[config.mk]
export PLATFORM = sky130hd
export DESIGN_NAME = voting_ballot_ctrl_flat
export DESIGN_NICKNAME = d
export VERILOG_FILES = /design/src/rtl/voting_ballot_if.sv /design/src/rtl/voting_ballot_ctrl.sv /design/src/flat_wrapper.sv
export SDC_FILE = /design/constraint.sdc
export NUM_CORES = 1
export LEC_CHECK = 0
export ABC_AREA = 1
export CELL_PAD_IN_SITES_DETAIL_PLACEMENT = 2
export CELL_PAD_IN_SITES_GLOBAL_PLACEMENT = 2
export CORE_MARGIN = 10
export CORE_UTILIZATION = 30
export CTS_BUF_LIST = sky130_fd_sc_hd__clkbuf_4
export CTS_CLUSTER_SIZE = 28
export DETAILED_ROUTE_END_ITERATION = 10
export PLACE_DENSITY = 0.81
export RECOVER_POWER = 50
export SYNTH_ARGS = -nofsm -noshare
export SYNTH_HDL_FRONTEND = slang
export SYNTH_SLANG_ARGS = --single-unit
[constraint.sdc]
create_clock -name clk -period 1.5 [get_ports clk]
set_input_delay 0.15 -clock clk [delete_from_list [all_inputs] [get_ports clk]]
set_output_delay 0.15 -clock clk [all_outputs]
set_load 0.05 [all_outputs]
[src/rtl/voting_ballot_if.sv]
// Vote strobe bundle from the ballot controller to the counter datapath.
// master drives the strobe; slave is the counter side.
interface voting_ballot_if #(
  parameter int N_CAND = 3
);
  logic              o_vote_valid;
  logic [N_CAND-1:0] o_vote_sel;

  modport master (
    output o_vote_valid,
    output o_vote_sel
  );

  modport slave (
    input o_vote_valid,
    input o_vote_sel
  );
endinterface

[src/rtl/voting_ballot_ctrl.sv]
// Ballot session controller: one clean press per issued ballot.
// `define BALLOT_SYNC_EN adds a 2-flop synchroniser on the buttons.
module voting_ballot_ctrl #(
  parameter int N_CAND      = 3,
  parameter int TIMEOUT_CYC = 100,
  parameter int CNT_W       = 6
) (
  input  logic              clk,
  input  logic              rst,
  input  logic              i_ballot_en,
  input  logic [N_CAND-1:0] i_candidate,
  input  logic              i_voting_over,
  voting_ballot_if.master   vote_if,
  output logic              o_ready,
  output logic              o_reject,
  output logic              o_timeout,
  output logic              o_closed,
  output logic [CNT_W-1:0]  o_ballots_cast
);

  localparam int TW = (TIMEOUT_CYC > 2) ? $clog2(TIMEOUT_CYC) : 1;
  localparam logic [TW-1:0] TMO_LAST = TW'(TIMEOUT_CYC - 1);
  localparam logic [CNT_W-1:0] CNT_MAX = '1;

  typedef enum logic [1:0] {
    S_IDLE,
    S_ARMED,
    S_WAIT_REL,
    S_CLOSED
  } state_t;

  state_t            state_q;
  logic [TW-1:0]     tmo_q;
  logic [N_CAND-1:0] prev_q;
  logic [N_CAND-1:0] btn;
  logic [N_CAND-1:0] rise;
  logic              vote_valid_q;
  logic [N_CAND-1:0] vote_sel_q;
  logic              ready_q;
  logic              reject_q;
  logic              timeout_q;
  logic              closed_q;
  logic [CNT_W-1:0]  cast_q;
  logic [CNT_W-1:0]  cast_d;
  logic              btn_multi;
  logic              rise_one;
  logic              vote_ok;
  logic              ambig;
  logic              tmo_hit;

`ifdef BALLOT_SYNC_EN
  logic [N_CAND-1:0] sync1_q;
  logic [N_CAND-1:0] sync2_q;

  always_ff @(posedge clk or negedge rst) begin
    if (!rst) begin
      sync1_q <= '0;
      sync2_q <= '0;
    end else begin
      sync1_q <= i_candidate;
      sync2_q <= sync1_q;
    end
  end

  assign btn = sync2_q;
`else
  assign btn = i_candidate;
`endif

  // x & (x-1) clears the lowest set bit; nonzero means two or more set
  always_comb begin
    rise      = btn & ~prev_q;
    btn_multi = |(btn & (btn - 1'b1));
    rise_one  = (rise != '0) && !(|(rise & (rise - 1'b1)));
    vote_ok   = rise_one && (btn != '0) && !btn_multi;
    ambig     = (rise != '0) && btn_multi;
    tmo_hit   = (tmo_q == TMO_LAST);
    cast_d    = (cast_q == CNT_MAX) ? cast_q : cast_q + 1'b1;
  end

  always_ff @(posedge clk or negedge rst) begin
    if (!rst) begin
      state_q      <= S_IDLE;
      tmo_q        <= '0;
      prev_q       <= '0;
      vote_valid_q <= 1'b0;
      vote_sel_q   <= '0;
      ready_q      <= 1'b0;
      reject_q     <= 1'b0;
      timeout_q    <= 1'b0;
      closed_q     <= 1'b0;
      cast_q       <= '0;
    end else begin
      prev_q       <= btn;
      vote_valid_q <= 1'b0;
      vote_sel_q   <= '0;
      reject_q     <= 1'b0;
      timeout_q    <= 1'b0;
      // closing the polls overrides anything qualifying this cycle
      if (i_voting_over) begin
        state_q  <= S_CLOSED;
        ready_q  <= 1'b0;
        closed_q <= 1'b1;
      end else begin
        unique case (state_q)
          S_IDLE: begin
            if (i_ballot_en) begin
              state_q <= S_ARMED;
              tmo_q   <= '0;
              ready_q <= 1'b1;
            end
          end
          S_ARMED: begin
            tmo_q <= tmo_q + 1'b1;
            if (vote_ok) begin
              vote_valid_q <= 1'b1;
              vote_sel_q   <= rise;
              cast_q       <= cast_d;
              state_q      <= S_WAIT_REL;
              ready_q      <= 1'b0;
            end else begin
              if (ambig)
                reject_q <= 1'b1;
              if (tmo_hit) begin
                timeout_q <= 1'b1;
                state_q   <= S_IDLE;
                ready_q   <= 1'b0;
              end
            end
          end
          S_WAIT_REL: begin
            if (btn == '0)
              state_q <= S_IDLE;
          end
          S_CLOSED: begin
            closed_q <= 1'b1;
          end
        endcase
      end
    end
  end

  assign vote_if.o_vote_valid = vote_valid_q;
  assign vote_if.o_vote_sel   = vote_sel_q;
  assign o_ready              = ready_q;
  assign o_reject             = reject_q;
  assign o_timeout            = timeout_q;
  assign o_closed             = closed_q;
  assign o_ballots_cast       = cast_q;

endmodule

[src/flat_wrapper.sv]
// flat-port wrapper written by rule: the top's interface ports become plain ports
module voting_ballot_ctrl_flat 
#(
  parameter int N_CAND      = 3,
  parameter int TIMEOUT_CYC = 100,
  parameter int CNT_W       = 6
)
  (clk, rst, i_ballot_en, i_candidate, i_voting_over, o_ready, o_reject, o_timeout, o_closed, o_ballots_cast, vote_if_o_vote_valid, vote_if_o_vote_sel);
  voting_ballot_if #(.N_CAND(N_CAND)) vote_if_i ();
  input  logic clk;
  input  logic rst;
  input  logic i_ballot_en;
  input  logic [N_CAND-1:0] i_candidate;
  input  logic i_voting_over;
  output logic o_ready;
  output logic o_reject;
  output logic o_timeout;
  output logic o_closed;
  output logic [CNT_W-1:0] o_ballots_cast;
  output wire logic [$bits(vote_if_i.o_vote_valid)-1:0] vote_if_o_vote_valid;
  output wire logic [$bits(vote_if_i.o_vote_sel)-1:0] vote_if_o_vote_sel;
  assign vote_if_o_vote_valid = vote_if_i.o_vote_valid;
  assign vote_if_o_vote_sel = vote_if_i.o_vote_sel;
  voting_ballot_ctrl #(.N_CAND(N_CAND), .TIMEOUT_CYC(TIMEOUT_CYC), .CNT_W(CNT_W)) u_core (.clk(clk), .rst(rst), .i_ballot_en(i_ballot_en), .i_candidate(i_candidate), .i_voting_over(i_voting_over), .vote_if(vote_if_i), .o_ready(o_ready), .o_reject(o_reject), .o_timeout(o_timeout), .o_closed(o_closed), .o_ballots_cast(o_ballots_cast));
endmodule
# Word-level counts from Yosys, hierarchy flattened

Index checks and enable logic that the tools add are counted.

Bits of input ports: 7
Flip-flop bits (word level): 26
Output and inout port bits: 14
Logic and storage cells: 78

Mux-type cells: 29
Reduce and logical (&&, ||, !) cells: 20
Eq/ne operators: 9
Bitwise operators: 6
Add/sub/neg operators: 4

Operators by type and width:

| kind                                                                | number |
|---|---|
| 1-bit 2-to-1 mux                                                    | 17 |
| 7-bit one-hot mux with 2 select lines                               | 1 |
| 2-bit 2-to-1 mux                                                    | 5 |
| 3-bit AND                                                           | 3 |
| 3-bit 2-to-1 mux                                                    | 3 |
| 3-bit nonzero test                                                  | 3 |
| 4-bit AND reduction                                                 | 2 |
| 7-bit by 1-bit adder with 7-bit output (second input constant)      | 1 |
| 7-bit == test (second input constant)                               | 1 |
| 7-bit 2-to-1 mux                                                    | 1 |
| 6-bit by 1-bit adder with 6-bit output (second input constant)      | 1 |
| 6-bit == test (second input constant)                               | 1 |
| 2-bit one-hot mux with 3 select lines                               | 1 |
| 3-bit AND reduction                                                 | 2 |
| 3-bit OR reduction                                                  | 2 |
| 3-bit by 1-bit subtractor with 3-bit output (second input constant) | 2 |
| 2-bit == test (second input constant)                               | 2 |
| 1-bit logical AND                                                   | 4 |
| 4-bit by 2-bit != test with 1-bit output (second input constant)    | 1 |
| 2-bit nonzero test                                                  | 2 |
| 4-bit nonzero test                                                  | 1 |
| 3-bit logical NOT                                                   | 1 |
| 3-bit by 2-bit != test with 1-bit output (second input constant)    | 1 |
| 3-bit != test (second input constant)                               | 1 |
| 7 further kinds                                                     | 9 |

# Longest topological paths before layout

Word-level depth: 12
Gate-level depth with buffers: 10
Depth with buffers taken out: 10

# Worst setup path after synthesis

No wires, ideal clock.

Kind: register to register
Start point: register u_core.cast_q[0] (netlist: u_core.o_ballots_cast[0])
End point: register u_core.cast_q[0] (netlist: u_core.o_ballots_cast[0])
Arrival: 1.613 ns
Cell stages (with the launch flop): 7
Buffers on the path: 1
Library setup time: 0.144 ns
Clock period less this slack: 1.757 ns
Required time: 1.356 ns
Setup slack: -0.257 ns
Cell sequence: dfrtp_1 -> ha_1 -> nand3_1 -> nor3_1 -> nor2_2 -> buf_6 -> xor2_2

Longest elaborated chain between the ends: 3
Elaborated cells on any way between the ends: 4
Those cells by class: 1 x add/sub; 1 x eq/ne; 1 x bitwise; 1 x reduce/logical

RTL lines:

| item                                                                                           | line                      | RTL |
|---|---|---|
| start, declared                                                                                | voting_ballot_ctrl.sv:43  | `logic [CNT_W-1:0] cast_q;` |
| start signal, assigned                                                                         | voting_ballot_ctrl.sv:118 | `cast_q <= cast_d;` |
| parallel branches: the longest is 3 deep, another holds 6-bit by 1-bit adder with 6-bit output | n/a                       |  |

Several ways; the timed one is not identified.
A chain may end at the register's enable or synchronous reset.

# Worst setup path in the final report

Start point: register u_core.state_q[1]
End point: register u_core.cast_q[2] (netlist: u_core.o_ballots_cast[2])

Longest elaborated chain between the ends: 2

RTL lines:

| item                                     | line                      | RTL |
|---|---|---|
| start, declared                          | voting_ballot_ctrl.sv:32  | `state_t state_q;` |
| start signal, assigned                   | voting_ballot_ctrl.sv:83  | `state_q <= S_IDLE;` |
| start signal, assigned                   | voting_ballot_ctrl.sv:101 | `state_q <= S_CLOSED;` |
| start signal, assigned                   | voting_ballot_ctrl.sv:108 | `state_q <= S_ARMED;` |
| 2-bit by 1-bit == test with 1-bit output | voting_ballot_ctrl.sv:105 | `unique case (state_q)` |
| 4-bit AND reduction (no line)            | n/a                       |  |

No other way between the ends.

==> results.txt <==
Max-capacitance violation count -> 0
Drt first-iter violations -> 38
Critical path type -> reg2reg
All-layer global routing usage -> 0.111
Pre-CTS setup slack -> -0.110 ns
Worst Path Required -> 1.75 ns
Syn_nets -> 166
Rows -> 24
Synth top area cells -> dfrtp_1 (49%), nand2_1 (11%), inv_1 (6.5%)
Placement Cell Area -> 1720 µm²
Final Power -> 3.64 mW
Max-slew headroom -> 0.535
Initial cell density of the core -> 0.306
Vias in the first global route -> 1398
Fin cells -> 257
Final Skew -> 0.0133 ns
Synth unique cells -> 26
Fillcell total -> 492
Yosys top cell area share -> 0.491
Async S/R FF share, synth -> 1.00
Final slew viol count -> 0
Routed via count -> 1266
Syn Std Cell Area -> 1330 µm²
CTS tree -> yes
Clock-pin slew on the worst setup and hold paths -> 0.16 ns
CTS root buf -> clkbuf_4
R2R Setup Slk -> -0.03 ns
FF/Latch Area -> 654 µm²
R2R depth -> 10
Top cell type by total area after synthesis -> dfrtp_1
Most frequent cell after synthesis -> nand2_1
Power Internal -> 1.92 mW
Comb power frac -> 0.618
Failing checks -> negative setup slack
Max Root-Sink Buffers -> 2
Die height -> 86.5 µm
CP max FO -> 6
Setup Total Neg Slack -> -0.0856 ns
Clock power share -> 0.092
Tcrit/Tclk final -> 1.02
Leak -> 0.978 nW
Critical path startpoint -> u_core.state_q[1]$_DFFE_PN0P_
RePlAce Congestion -> 0.759
RSZ-0062 raised after global routing -> yes
Arrival time worst endpoint -> 1.78 ns
Dpl cells -> 243
TritonCTS Buffers -> 3
Die footprint -> 7480 µm²
CP Capture Type -> flip-flop
Hold slack -> 0.353 ns
Layout area overhead -> 48.2%
Core area -> 4320 µm²
DRT Wirelength -> 4870 µm
Final hold vios -> 0
Finished Cell Area -> 1960 µm²
CTS Sinks -> 26
Final nets -> 219
Die span in x -> 86.5 µm
Post-synth EDFFs -> 0
Psw -> 1.72 mW
Layout cells sized above 1 -> 0.420
Critical R2R Launch -> u_core.state_q[1]$_DFFE_PN0P_
Drt wl/cell -> 18.9 µm
Worst min-delay path category -> in2async
GRT overflow -> 0
CP startpoint kind -> flip-flop
CTS H-Tree Depth -> 1
Seq/Total Area, Yosys -> 0.491
VDD IR max -> 0.000749 V
Top_reg_cell synth -> dfrtp_1
Footprint of the multi-input gates -> 716 µm²
Input/output buffers -> 20
N_diodes -> 0
Routed Antenna Nets -> 0
Drt via density -> 4.93
Worst Tran Pin Value -> 0.697 ns
First-pass GRT wire length -> 6790 µm
Max Fclk -> 652 MHz
Register bit total from synthesis -> 26
Post-synth top cells -> nand2_1 (39), dfrtp_1 (26), inv_1 (23)
Tmin final -> 1.53 ns
Final core utilization -> 0.454
Gate Count Post-Synth -> 153
Seq pwr share -> 0.290
Post-DP HPWL -> 3070 µm
Clock insertion delay at the later pin of the skew report -> 0.34 ns
Hold buffer count at CTS -> 0
Initial antenna violation count -> 0
Fin worst setup slack -> -0.0340 ns
Switching Share -> 0.472
Status -> finished with violations
Synthesized area per cell -> 8.66 µm²
Number of setup violations in the final report -> 3
Largest net degree at the start of global routing -> 27
Pre-antenna DRT Iters -> 4
Reg2Reg Capture Point -> u_core.o_ballots_cast[2]$_DFFE_PN0P_
Yosys warning total -> 0
Top Ports -> 21
Post-route DRC -> 0
P per Cell Area -> 1860 nW/µm²
==> final cells by class <==
cell class                      count  share of cell area
Multi-Input combinational cell    101               0.365
Sequential cell                    26               0.333
Timing Repair Buffer               49               0.204
Inverter                           25              0.0516
Tap cell                           52              0.0331
Clock buffer                        3              0.0115
Clock inverter                      1             0.00191
==> worst max path at each step <==
stage / end / slack (ns) / depth (start not counted)
2_1_floorplan: u_core.o_ballots_cast[0]$_DFFE_PN0P_ / 0.01 / 6
3_3_place_gp: u_core.state_q[1]$_DFFE_PN0P_ / -0.01 / 8
3_5_place_dp: u_core.state_q[1]$_DFFE_PN0P_ / -0.11 / 8
4_1_cts: u_core.tmo_q[2]$_DFFE_PN0P_ / -0.01 / 9
5_1_grt: u_core.o_ballots_cast[3]$_DFFE_PN0P_ / -0.15 / 10
6_report: u_core.o_ballots_cast[2]$_DFFE_PN0P_ / -0.03 / 10
==> routing by layer <==
metal | vias to the layer above | global-route usage | share of wire
met2 | 16 | 0.209 | 0.57
li1 | 586 | - | -
met5 | - | 0 | 0
met4 | 0 | 0.0309 | 0.010
met1 | 659 | 0.121 | 0.39
met3 | 5 | 0.0225 | 0.029
==> cells in the final DEF (no fill, tap or decap), drive strengths merged <==
cell type and instances:
ha 6, nor2 16, or3 1, o211ai 1
nand2 40, inv 25, nor3 4, a32o 1
clkdlybuf4s50 3, buf 42, dfrtp 26, clkinv 1
a21oi 2, xor2 6, nand3b 1, nand3 11
dlygate4sd3 3, o21ai 6, clkbuf 4, nand4 4
and3 1, o21bai 1
==> power groups by stage <==
| stage | logic, mW | clock network, mW | registers [mW] |
|---|---|---|---|
| 3_5_place_dp | 1.73 | 0 | 1.06 |
| 6_report | 2.25 | 0.334 | 1.06 |
| 3_3_place_gp | 1.61 | 0 | 1.03 |
| 2_1_floorplan | 0.648 | 0 | 1.38 |
| 5_1_grt | 2.43 | 0.375 | 1.08 |
| 4_1_cts | 1.94 | 0.328 | 1.06 |
==> kinds of logic (layout without fill, tap and decap cells) <==
family,Yosys count,in the layout,synth area share
and+or+nand+nor,78,78,0.279
DFF,26,26,0.491
buffers and inverters,26,78,0.0793
AOI/OAI and AO/OA,11,11,0.0491
adders and majority gates,6,6,0.0567
xor gates and xnor gates,6,6,0.0453
==> registers in the layout, summed over array words and instances (netlist names) <==
register,count
u_core.o_ballots_cast,6
u_core.o_closed,1
u_core.o_ready,1
u_core.o_reject,1
u_core.o_timeout,1
u_core.prev_q,3
u_core.state_q,2
u_core.tmo_q,7
u_core.vote_if.o_vote_sel,3
u_core.vote_if.o_vote_valid,1
==> what timing repair did <==
action	in CTS	in global routing
setup endpoints to repair	12	15
gates resized for setup	19	26
pin swaps	8	15
setup buffers	2	7
gates cloned	0	1
==> critical path, cell delays in order (launching register included) <==
cell	delay [ns]
dfrtp_1	0.43
inv_2	0.11
ha_4	0.19
inv_4	0.06
nor2_8	0.15
nand3_4	0.10
nor2_4	0.13
buf_6	0.13
nand2_1	0.05
nand2_1	0.06
nand2_1	0.05
Note: power is estimated with default switching activity, not from simulation.
